==> config.mk <==
export PLATFORM = sky130hd
export DESIGN_NAME = dmem_store_buffer_flat
export DESIGN_NICKNAME = d
export VERILOG_FILES = /design/src/rtl/dmem_store_buffer_pkg.sv /design/src/rtl/dmem_store_buffer_if.sv /design/src/rtl/dmem_store_buffer_fwd_match.sv /design/src/rtl/dmem_store_buffer.sv /design/src/flat_wrapper.sv
export SDC_FILE = /design/constraint.sdc
export NUM_CORES = 2
export LEC_CHECK = 0
export CAP_MARGIN = 15
export CORE_MARGIN = 8
export CORE_UTILIZATION = 50
export DETAILED_ROUTE_END_ITERATION = 8
export PLACE_DENSITY = 0.83
export SETUP_SLACK_MARGIN = 0.15
export SLEW_MARGIN = 15
export SYNTH_ARGS = -nofsm -noshare
export SYNTH_HDL_FRONTEND = slang
export SYNTH_SLANG_ARGS = --single-unit
export TNS_END_PERCENT = 10
==> constraint.sdc <==
create_clock -name clk -period 5.3 [get_ports clk]
set_input_delay 1.06 -clock clk [delete_from_list [all_inputs] [get_ports clk]]
set_output_delay 1.06 -clock clk [all_outputs]
set_load 0.03 [all_outputs]
==> src/rtl/dmem_store_buffer_pkg.sv <==
// rtl/dmem_store_buffer_pkg.sv - shared types and sizes for the data-memory store buffer
package store_buf_pkg;

    localparam int DEPTH  = 4;
    localparam int ADDR_W = 64;
    localparam int DATA_W = 64;
    localparam int PTR_W  = $clog2(DEPTH);

    typedef struct packed {
        logic              valid;
        logic [ADDR_W-1:0] addr;
        logic [DATA_W-1:0] data;
    } sb_entry_t;

    typedef enum logic [1:0] {
        IDLE,
        DRAIN,
        FENCE
    } sb_state_t;

    // Loads and stores are 8-byte transfers, so the low three address bits do not take part in a match.
    function automatic logic same_dword(input logic [ADDR_W-1:0] a, input logic [ADDR_W-1:0] b);
        return a[ADDR_W-1:3] == b[ADDR_W-1:3];
    endfunction

endpackage

==> src/rtl/dmem_store_buffer_if.sv <==
// rtl/dmem_store_buffer_if.sv - core/memory side signal bundle of the store buffer
interface dmem_store_buffer_if;
    import store_buf_pkg::*;

    logic              st_valid_i;
    logic [ADDR_W-1:0] st_addr_i;
    logic [DATA_W-1:0] st_data_i;
    logic              st_ready_o;
    logic              ld_en_i;
    logic [ADDR_W-1:0] ld_addr_i;
    logic [DATA_W-1:0] ld_data_o;
    logic              ld_fwd_o;
    logic              fence_i;
    logic              fence_done_o;
    logic              mem_write_en_o;
    logic [ADDR_W-1:0] mem_addr_store_o;
    logic [DATA_W-1:0] mem_write_data_o;
    logic              mem_ready_i;
    logic              mem_read_en_o;
    logic [ADDR_W-1:0] mem_addr_load_o;
    logic [DATA_W-1:0] mem_read_data_i;

    modport slave (
        input  st_valid_i, st_addr_i, st_data_i, ld_en_i, ld_addr_i, fence_i,
               mem_ready_i, mem_read_data_i,
        output st_ready_o, ld_data_o, ld_fwd_o, fence_done_o, mem_write_en_o,
               mem_addr_store_o, mem_write_data_o, mem_read_en_o, mem_addr_load_o
    );

    modport master (
        output st_valid_i, st_addr_i, st_data_i, ld_en_i, ld_addr_i, fence_i,
               mem_ready_i, mem_read_data_i,
        input  st_ready_o, ld_data_o, ld_fwd_o, fence_done_o, mem_write_en_o,
               mem_addr_store_o, mem_write_data_o, mem_read_en_o, mem_addr_load_o
    );

endinterface

==> src/rtl/dmem_store_buffer_fwd_match.sv <==
// rtl/dmem_store_buffer_fwd_match.sv - youngest-first address match over the store entries
module store_buf_fwd_match
    import store_buf_pkg::*;
(
    input  sb_entry_t         entries [DEPTH],
    input  logic [PTR_W-1:0]  tail,
    input  logic [ADDR_W-1:0] addr,
    output logic              hit,
    output logic [DATA_W-1:0] hit_data
);

    logic [PTR_W-1:0] idx;

    // Walk from the oldest slot (tail) up to tail-1 so the youngest valid match is the last one written.
    always_comb begin
        hit      = 1'b0;
        hit_data = '0;
        idx      = '0;
        for (int i = DEPTH; i >= 1; i--) begin
            idx = tail - PTR_W'(i);
            if (entries[idx].valid && same_dword(entries[idx].addr, addr)) begin
                hit      = 1'b1;
                hit_data = entries[idx].data;
            end
        end
    end

endmodule

==> src/rtl/dmem_store_buffer.sv <==
// rtl/dmem_store_buffer.sv - in-order committed-store queue with load forwarding and fence; option STORE_BUF_COALESCE_EN
module dmem_store_buffer
    import store_buf_pkg::*;
(
    input  logic               clk,
    input  logic               reset,
    dmem_store_buffer_if.slave bus
);

    sb_entry_t         entries [DEPTH];
    logic [PTR_W-1:0]  head;
    logic [PTR_W-1:0]  tail;
    logic [PTR_W:0]    count;
    sb_state_t         state;
    sb_state_t         state_nxt;

    logic              empty;
    logic              full;
    logic              coalesce;
    logic              push;
    logic              push_new;
    logic              pop;
    logic              hit;
    logic [DATA_W-1:0] hit_data;

    assign empty = (count == '0);
    assign full  = (count == (PTR_W+1)'(DEPTH));

`ifdef STORE_BUF_COALESCE_EN
    logic [PTR_W-1:0] youngest;
    assign youngest = tail - PTR_W'(1);
    // With two or more entries the youngest is not the head being presented, so it can absorb a repeat store.
    assign coalesce = (count > (PTR_W+1)'(1)) && entries[youngest].valid &&
                      (entries[youngest].addr == bus.st_addr_i);
`else
    assign coalesce = 1'b0;
`endif

    assign bus.st_ready_o = (~full | coalesce) & ~bus.fence_i;
    assign push           = bus.st_valid_i & bus.st_ready_o;
    assign push_new       = push & ~coalesce;
    assign pop            = ~empty & bus.mem_ready_i;

    assign bus.mem_write_en_o   = ~empty;
    assign bus.mem_addr_store_o = empty ? '0 : entries[head].addr;
    assign bus.mem_write_data_o = empty ? '0 : entries[head].data;

    store_buf_fwd_match u_fwd (
        .entries  (entries),
        .tail     (tail),
        .addr     (bus.ld_addr_i),
        .hit      (hit),
        .hit_data (hit_data)
    );

    assign bus.ld_fwd_o        = bus.ld_en_i & hit;
    assign bus.ld_data_o       = ~bus.ld_en_i ? '0 : (hit ? hit_data : bus.mem_read_data_i);
    assign bus.mem_read_en_o   = bus.ld_en_i & ~hit;
    assign bus.mem_addr_load_o = bus.ld_addr_i;
    assign bus.fence_done_o    = bus.fence_i & empty & (state != DRAIN);

    // Head/tail/count bookkeeping; a same-cycle push and pop leaves count unchanged.
    always_ff @(posedge clk or negedge reset) begin
        if (!reset) begin
            head  <= '0;
            tail  <= '0;
            count <= '0;
        end else begin
            if (pop)
                head <= head + PTR_W'(1);
            if (push_new)
                tail <= tail + PTR_W'(1);
            count <= count + (PTR_W+1)'(push_new) - (PTR_W+1)'(pop);
        end
    end

    // Slot storage: popped head goes invalid, new store lands at tail, a coalesced store rewrites the youngest.
    always_ff @(posedge clk or negedge reset) begin
        if (!reset) begin
            for (int i = 0; i < DEPTH; i++)
                entries[i] <= '0;
        end else begin
            if (pop)
                entries[head].valid <= 1'b0;
            if (push_new)
                entries[tail] <= '{valid: 1'b1, addr: bus.st_addr_i, data: bus.st_data_i};
`ifdef STORE_BUF_COALESCE_EN
            if (push && coalesce)
                entries[youngest].data <= bus.st_data_i;
`endif
        end
    end

    // Drain-mode state register.
    always_ff @(posedge clk or negedge reset) begin
        if (!reset)
            state <= IDLE;
        else
            state <= state_nxt;
    end

    // Next state: fence takes priority while draining; leaving a fence resumes draining if anything remains.
    always_comb begin
        state_nxt = state;
        case (state)
            IDLE: begin
                if (push_new)
                    state_nxt = DRAIN;
            end
            DRAIN: begin
                if (bus.fence_i)
                    state_nxt = FENCE;
                else if (pop && !push_new && count == (PTR_W+1)'(1))
                    state_nxt = IDLE;
            end
            FENCE: begin
                if (!bus.fence_i)
                    state_nxt = empty ? IDLE : DRAIN;
            end
            default: state_nxt = IDLE;
        endcase
    end

endmodule

==> src/flat_wrapper.sv <==
// flat-port wrapper written by rule: the top's interface ports become plain ports
module dmem_store_buffer_flat import store_buf_pkg::*;
  (clk, reset, bus_st_valid_i, bus_st_addr_i, bus_st_data_i, bus_ld_en_i, bus_ld_addr_i, bus_fence_i, bus_mem_ready_i, bus_mem_read_data_i, bus_st_ready_o, bus_ld_data_o, bus_ld_fwd_o, bus_fence_done_o, bus_mem_write_en_o, bus_mem_addr_store_o, bus_mem_write_data_o, bus_mem_read_en_o, bus_mem_addr_load_o);
  dmem_store_buffer_if bus_i ();
  input  logic clk;
  input  logic reset;
  input wire logic [$bits(bus_i.st_valid_i)-1:0] bus_st_valid_i;
  input wire logic [$bits(bus_i.st_addr_i)-1:0] bus_st_addr_i;
  input wire logic [$bits(bus_i.st_data_i)-1:0] bus_st_data_i;
  input wire logic [$bits(bus_i.ld_en_i)-1:0] bus_ld_en_i;
  input wire logic [$bits(bus_i.ld_addr_i)-1:0] bus_ld_addr_i;
  input wire logic [$bits(bus_i.fence_i)-1:0] bus_fence_i;
  input wire logic [$bits(bus_i.mem_ready_i)-1:0] bus_mem_ready_i;
  input wire logic [$bits(bus_i.mem_read_data_i)-1:0] bus_mem_read_data_i;
  output wire logic [$bits(bus_i.st_ready_o)-1:0] bus_st_ready_o;
  output wire logic [$bits(bus_i.ld_data_o)-1:0] bus_ld_data_o;
  output wire logic [$bits(bus_i.ld_fwd_o)-1:0] bus_ld_fwd_o;
  output wire logic [$bits(bus_i.fence_done_o)-1:0] bus_fence_done_o;
  output wire logic [$bits(bus_i.mem_write_en_o)-1:0] bus_mem_write_en_o;
  output wire logic [$bits(bus_i.mem_addr_store_o)-1:0] bus_mem_addr_store_o;
  output wire logic [$bits(bus_i.mem_write_data_o)-1:0] bus_mem_write_data_o;
  output wire logic [$bits(bus_i.mem_read_en_o)-1:0] bus_mem_read_en_o;
  output wire logic [$bits(bus_i.mem_addr_load_o)-1:0] bus_mem_addr_load_o;
  assign bus_i.st_valid_i = bus_st_valid_i;
  assign bus_i.st_addr_i = bus_st_addr_i;
  assign bus_i.st_data_i = bus_st_data_i;
  assign bus_i.ld_en_i = bus_ld_en_i;
  assign bus_i.ld_addr_i = bus_ld_addr_i;
  assign bus_i.fence_i = bus_fence_i;
  assign bus_i.mem_ready_i = bus_mem_ready_i;
  assign bus_i.mem_read_data_i = bus_mem_read_data_i;
  assign bus_st_ready_o = bus_i.st_ready_o;
  assign bus_ld_data_o = bus_i.ld_data_o;
  assign bus_ld_fwd_o = bus_i.ld_fwd_o;
  assign bus_fence_done_o = bus_i.fence_done_o;
  assign bus_mem_write_en_o = bus_i.mem_write_en_o;
  assign bus_mem_addr_store_o = bus_i.mem_addr_store_o;
  assign bus_mem_write_data_o = bus_i.mem_write_data_o;
  assign bus_mem_read_en_o = bus_i.mem_read_en_o;
  assign bus_mem_addr_load_o = bus_i.mem_addr_load_o;
  dmem_store_buffer u_core (.clk(clk), .reset(reset), .bus(bus_i));
endmodule
; ---- Word-level counts from Yosys, hierarchy flattened
; Index checks and enable logic that the tools add are counted.
[totals]
ff_bits = 525
latch_bits = 0
ram_bits = 0
mem_bits_ro = 0
inputBits = 262
out_inout_bits = 261
word_cells = 111
mem_count = 0
[op_classes]
n_addsub = 7
multipliers = 0
div = 0
order_cmp = 7
eq_ne = 12
shift = 0
n_mux = 41
bitwise = 16
reduce_logical = 12
[ops]
columns = operator, n
row1 = $bmux 129 s2, 5
row2 = $mux 129, 10
row3 = $bwmux 516, 2
row4 = $mux 516, 2
row5 = $demux 129 s2, 2
row6 = $mux 64, 8
row7 = $mux 128, 2
row8 = $eq 61x61->1, 4
row9 = $ge 3x3->1 const B, 5
row10 = $not 2->3, 5
row11 = $logic_and 1x1->1, 8
row12 = $mux 2, 4
row13 = $and 1x1->1, 7
row14 = $lt 3x1->1 const B, 2
row15 = $pmux 2 s3, 1
row16 = $mux 1, 5
row17 = $add 2x1->2 const B, 2
row18 = $ne 2x1->1 const B, 2
row19 = $not 1->1, 4
row20 = $sub 2x2->2 const B, 2
row21 = $add 3x1->3, 1
row22 = $eq 3x1->1 const B, 1
row23 = $eq 3x3->1 const B, 1
row24 = $logic_not 3->1, 1
row25 = other kinds (9), 9

; ---- Longest topological paths before layout
[logic_depth]
ltp_word = 12
mapped_depth = 22
mapped_depth_nobuf = 11

; ---- Hierarchy
; Synthesis repeated with hierarchy kept, for this count alone.
[hier_totals]
cells_unflattened = 3962
area_unflattened_um2 = 45503.6
[modules_own_cells]
columns = module, instances, cells_per_inst, area_per_inst_um2, seq_area_each_um2
row1 = dmem_store_buffer, 1, 1662, 27346.2, 13137.6
row2 = store_buf_fwd_match, 1, 2300, 18157.4, 0.0

; ---- Worst setup path after synthesis
; OpenSTA, ideal clock, no wires.
[synth_timing]
path_type = register -> output
start = reg u_core.tail[0]
end = out bus_ld_data_o[13]
t_arrival_ns = 4.713
required_ns = 4.240
setup_slack_ns = -0.473
path_stages_with_launch = 22
n_path_buf = 10
path_cell_list = dfrtp_1 -> buf_6 -> buf_6 -> buf_4 -> clkinv_1 -> clkbuf_1 -> ha_1 -> buf_2 -> buf_4 -> buf_4 -> buf_2 -> mux2i_1 -> nor2_1 -> a2111oi_0 -> a31oi_1 -> a2111oi_1 -> and4b_1 -> buf_4 -> buf_2 -> nand2_1 -> a311o_1 -> nand3_1
[synth_via]
word_cells_on_any_way = 37
cone_classes = add/sub: 3 / eq/ne: 4 / mux: 22 / bitwise: 4 / reduce/logical: 4
[synth_rtl]
columns = item, line
row1 = start: declaration, dmem_store_buffer.sv:12  ; logic [PTR_W-1:0] tail;
row2 = start signal: assignment, dmem_store_buffer.sv:72  ; tail <= tail + PTR_W'(1);
row3 = $sub 2x1->2 *, dmem_store_buffer_fwd_match.sv:20  ; idx = tail - PTR_W'(i);
row4 = named net u_core.u_fwd.idx[0], dmem_store_buffer_fwd_match.sv:12  ; logic [PTR_W-1:0] idx;
row5 = $not 2->3 (implied by the code) *, "dmem_store_buffer_fwd_match.sv:21, dmem_store_buffer_fwd_match.sv:23"
row6 = $bmux 129 s2 *, "dmem_store_buffer_fwd_match.sv:21, dmem_store_buffer_fwd_match.sv:23"
row7 = $mux 129 (implied by the code) * (2 in series), dmem_store_buffer_fwd_match.sv:23  ; hit_data = entries[idx].data;
row8 = $eq 61x61->1, dmem_store_buffer_pkg.sv:23  ; return a[ADDR_W-1:3] == b[ADDR_W-1:3];
row9 = $logic_and 1x1->1, dmem_store_buffer_fwd_match.sv:21  ; if (entries[idx].valid && same_dword(entries[idx].addr, addr)) begin
row10 = $mux 64 / $mux 1 (equally long branches), dmem_store_buffer_fwd_match.sv:21
row11 = $mux 64 * (2 in series), dmem_store_buffer.sv:57  ; assign bus.ld_data_o = ~bus.ld_en_i ? '0 : (hit ? hit_data : bus.mem_read_data_i);
row12 = end: declaration, flat_wrapper.sv:16  ; output wire logic [$bits(bus_i.ld_data_o)-1:0] bus_ld_data_o;
; The timed path passes the listed nets; every way through them passes the cells marked *. The select of a mux whose other input is x is not followed.

; ---- Final worst setup path
[layout_timing]
start = reg u_core.tail[0]
end = out bus_ld_data_o[4]
[layout_via]
elab_chain_cells = 12
word_cells_on_any_way = 37
cone_classes = add/sub: 3 / eq/ne: 4 / mux: 22 / bitwise: 4 / reduce/logical: 4
[layout_lines]
columns = item, line
row1 = $sub 2x2->2 / $not 2->3 (equally long branches), "dmem_store_buffer_fwd_match.sv:20, dmem_store_buffer_fwd_match.sv:21, dmem_store_buffer_fwd_match.sv:23"
row2 = $not 2->3 (implied by the code) / $bmux 129 s2 (equally long branches), "dmem_store_buffer_fwd_match.sv:21, dmem_store_buffer_fwd_match.sv:23"
row3 = $bmux 129 s2 / $mux 129 (equally long branches), "dmem_store_buffer_fwd_match.sv:21, dmem_store_buffer_fwd_match.sv:23"
row4 = $mux 129 (implied by the code), dmem_store_buffer_fwd_match.sv:23
row5 = $mux 129 (implied by the code) / $eq 61x61->1 (equally long branches), "dmem_store_buffer_fwd_match.sv:23, dmem_store_buffer_pkg.sv:23"
row6 = $eq 61x61->1 / $logic_and 1x1->1 (equally long branches), "dmem_store_buffer_pkg.sv:23, dmem_store_buffer_fwd_match.sv:21"
row7 = "$logic_and 1x1->1, or another cell as far along", dmem_store_buffer_fwd_match.sv:21
row8 = $mux 64 / $mux 1 (equally long branches) (3 in series), dmem_store_buffer_fwd_match.sv:21
row9 = $mux 64 * (2 in series), dmem_store_buffer.sv:57
; Mark *: on every way between the ends. The rest lies on a longest branch, timed or not. The select of a mux whose other input is x is not followed.

==> summary.txt <==
Logic synthesis
  • FF+latch count, synth: 525
  • Yosys warning count: 0
  • Netlist cell types: 70
  • Primary FF master, synth: dfrtp_1
  • Synth Area per Inst: 12.7 um^2
  • Post-synthesis sequential area ratio: 0.310
  • Synthesized instance count: 3,339
  • Mapped Area: 42,300 um^2
  • Asr flop ratio synth: 1.00
  • Syn Nets: 3,612
  • Post-synth EDFFs: 0

Outcome
  • Status: finished, violations left
  • Failing checks: setup timing

Global routing
  • Vias in the first global route: 35,500
  • First-pass GRT wire length: 243,000 um
  • Total gr overflow: 0
  • GRT Util Overall: 0.342
  • Initial antenna violation count: 28
  • Largest net degree at the start of global routing: 151

Routing
  • Final ANT Viol Nets: 0
  • DRC Markers: 0
  • Vias/cell: 6.89
  • Drt first pass iters: 6
  • Routed Wire Length: 169,000 um
  • DR WL/cell: 32.3 um
  • Initial DRC count: 4,841
  • Total vias in the final route: 36,100

Place
  • Routability Congestion: 1.09
  • # port buffers: 516
  • Place WS: -1.13 ns
  • Dpl hpwl: 119,000 um

Power and ir drop
  • Total power: 45.0 mW
  • PD cells: 808 nW/um^2
  • Peak VDD IR: 0.558 mV
  • Static leakage: 22.4 nW

STA
  • Final setup viols: 66
  • Relative slew slack: 0.243
  • Tmin final: 6.15 ns
  • FMAX: 163 MHz
  • Final hold vios: 0
  • Final worst-path setup slack: -0.853 ns
  • RSZ-0062 raised after global routing: yes
  • Setup TNS Final: -51.82 ns
  • Final period utilization: 1.16
  • Final hold slack: 0.418 ns
  • Clk_skew: 0.0396 ns
  • Worst-Margin Slew: 1.13 ns
  • Final Max Slew Viols: 0

Final layout
  • Fin nets: 4,306
  • Share of layout cells above drive strength 1: 0.466
  • Commonest non-fill, non-tap cell in the layout: mux2_2
  • Most frequent cells in the layout: mux2_2 (532), mux4_2 (530), dfrtp_1 (521)
  • Final Util: 0.666
  • Synth-to-layout area growth: 31.6%

CTS
  • CTS tree: yes
  • Clock latency on the worst-skew pair: 0.66 ns
  • CTS Buffer Depth: 3
  • Hold_buf cts: 0
  • Num CTS Buffers: 59
  • CTS H-Tree Depth: 2
  • Clk sinks: 525
  • Root Buffer: clkbuf_16
  • Clock Pin Slew Worst Setup and Hold Paths: 0.06 ns

Flow run
  • MaxCap Viol Count: 0

Floorplan
  • Initial core utilization: 0.506
  • Die Y: 307 um
  • Die span in x: 307 um
  • Die ar.: 94,200 um^2
  • Row Count: 106
  • Ports: 523
  • Core area: 83,700 um^2

Setup path
  • CP Data Arrival Time: 5.09 ns
  • Startpoint types: flip-flop
  • Critical Path RT: 4.24 ns
  • CP Class: reg -> out
  • CP Capture Type: output port
  • Max FO, Critical Path: 16

Worst hold path
  • Hold/Removal Path Class: in -> async
==> kinds of logic (layout without fill, tap and decap cells) <==
logic type	Yosys count	count (layout)	synth area share
buffers and inverters	430	1173	0.0526
XOR/XNOR	190	190	0.0393
AND/OR/NAND/NOR	709	709	0.0845
adder cells (fa/ha/maj)	11	11	0.00343
multiplexers	1226	1226	0.463
other	0	22	0
flip-flops	525	525	0.310
AO/OA/AOI/OAI	248	248	0.0471
==> timing repair <==
action	CTS	global route
pin swaps	13	14
resized for setup	85	103
endpoints found under the setup margin	66	66
buffers inserted	20	31
cloned	9	10
==> worst max-delay path, stage by stage, from the launching register on <==
cell and delay [ns]:
dfrtp_4 0.44, inv_4 0.04, ha_4 0.33, buf_12 0.17, buf_12 0.14, mux4_2 0.54
xnor2_2 0.16, buf_4 0.16, nand4_1 0.25, a2111oi_4 0.38, nand4_1 0.16, buf_6 0.17
and4b_2 0.30, buf_12 0.12, buf_4 0.26, nand2_1 0.09, a311o_1 0.40, nand3_4 0.12
buf_4 0.16
==> registers in the layout, indices dropped and copies added (netlist names) <==
name and flops:
u_core.count 3, u_core.tail 2, u_core.entries 516, u_core.state 2, u_core.head 2
==> report_power, final <==
| part | internal (mW) | switching, mW |
|---|---|---|
| Clock | 2.93 | 1.83 |
| Sequential | 6.03 | 3.22 |
| Combinational | 16.3 | 14.7 |
| Total | 25.2 | 19.8 |
==> metrics by stage <==
step,area [um^2],instances
2_1_floorplan,43200,3339
3_3_place_gp,51600,5036
3_5_place_dp,51600,5036
4_1_cts,54700,5175
5_1_grt,55700,5234
6_report,55700,5238
==> synthesized netlist by cell type (all sizes together), types with 8 or more instances <==
library cell | count | area (um^2)
o22ai | 19 | 119
clkbuf | 183 | 687
nor4 | 16 | 121
o211ai | 9 | 67.6
xor2 | 54 | 473
nor3 | 16 | 80.1
a2bb2oi | 8 | 70.1
nor2 | 95 | 357
a21oi | 21 | 105
dfrtp | 525 | 13100
a2111oi | 13 | 116
mux4 | 530 | 11900
inv | 37 | 139
nand3 | 202 | 1060
mux2 | 532 | 5990
a22oi | 11 | 82.6
a221oi | 8 | 70.1
nand2b | 9 | 56.3
xnor2 | 136 | 1190
o21ai | 25 | 125
nand4 | 35 | 219
o2bb2ai | 9 | 78.8
nor2b | 133 | 832
ha | 10 | 125
o2111ai | 10 | 87.6
a311o | 63 | 631
buf | 209 | 1400
nand2 | 181 | 679
mux2i | 164 | 1650
==> metal layers <==
| metal | up-vias | track usage | routed length, um | part of all wire |
|---|---|---|---|---|
| met1 | 18500 | 0.456 | 63300 | 0.37 |
| met2 | 2579 | 0.527 | 76900 | 0.46 |
| met5 | - | 0 | 82 | 0.00049 |
| li1 | 14400 | - | - | - |
| met3 | 537 | 0.0772 | 18200 | 0.11 |
| met4 | 12 | 0.168 | 10500 | 0.062 |
==> layout make-up <==
class                      count  area, um^2
multi-input combinational   2384       28300
fill                        5787       28000
sequential                   525       13200
timing repair buffer        1025       10400
clock buffer                  76        1680
tap                         1134        1420
clock inverter                34         588
inverter                      38         145
antenna                       22        55.1
==> path summary, 6_finish.rpt <==
check	start	endpoint	slack, ns	cells after the start
max in group asynchronous	reset	u_core.entries[284]	3.73	2
min	reset	u_core.entries[83]	0.42	1
max	u_core.tail[0]	bus_ld_data_o[4]	-0.85	18
min in group clk	u_core.entries[193]	u_core.entries[193]	0.51	1
max reg2reg	u_core.tail[0]	u_core.entries[300]	2.31	7
min reg2reg	u_core.entries[193]	u_core.entries[193]	0.51	1
Power figures use the tool's default switching activity.
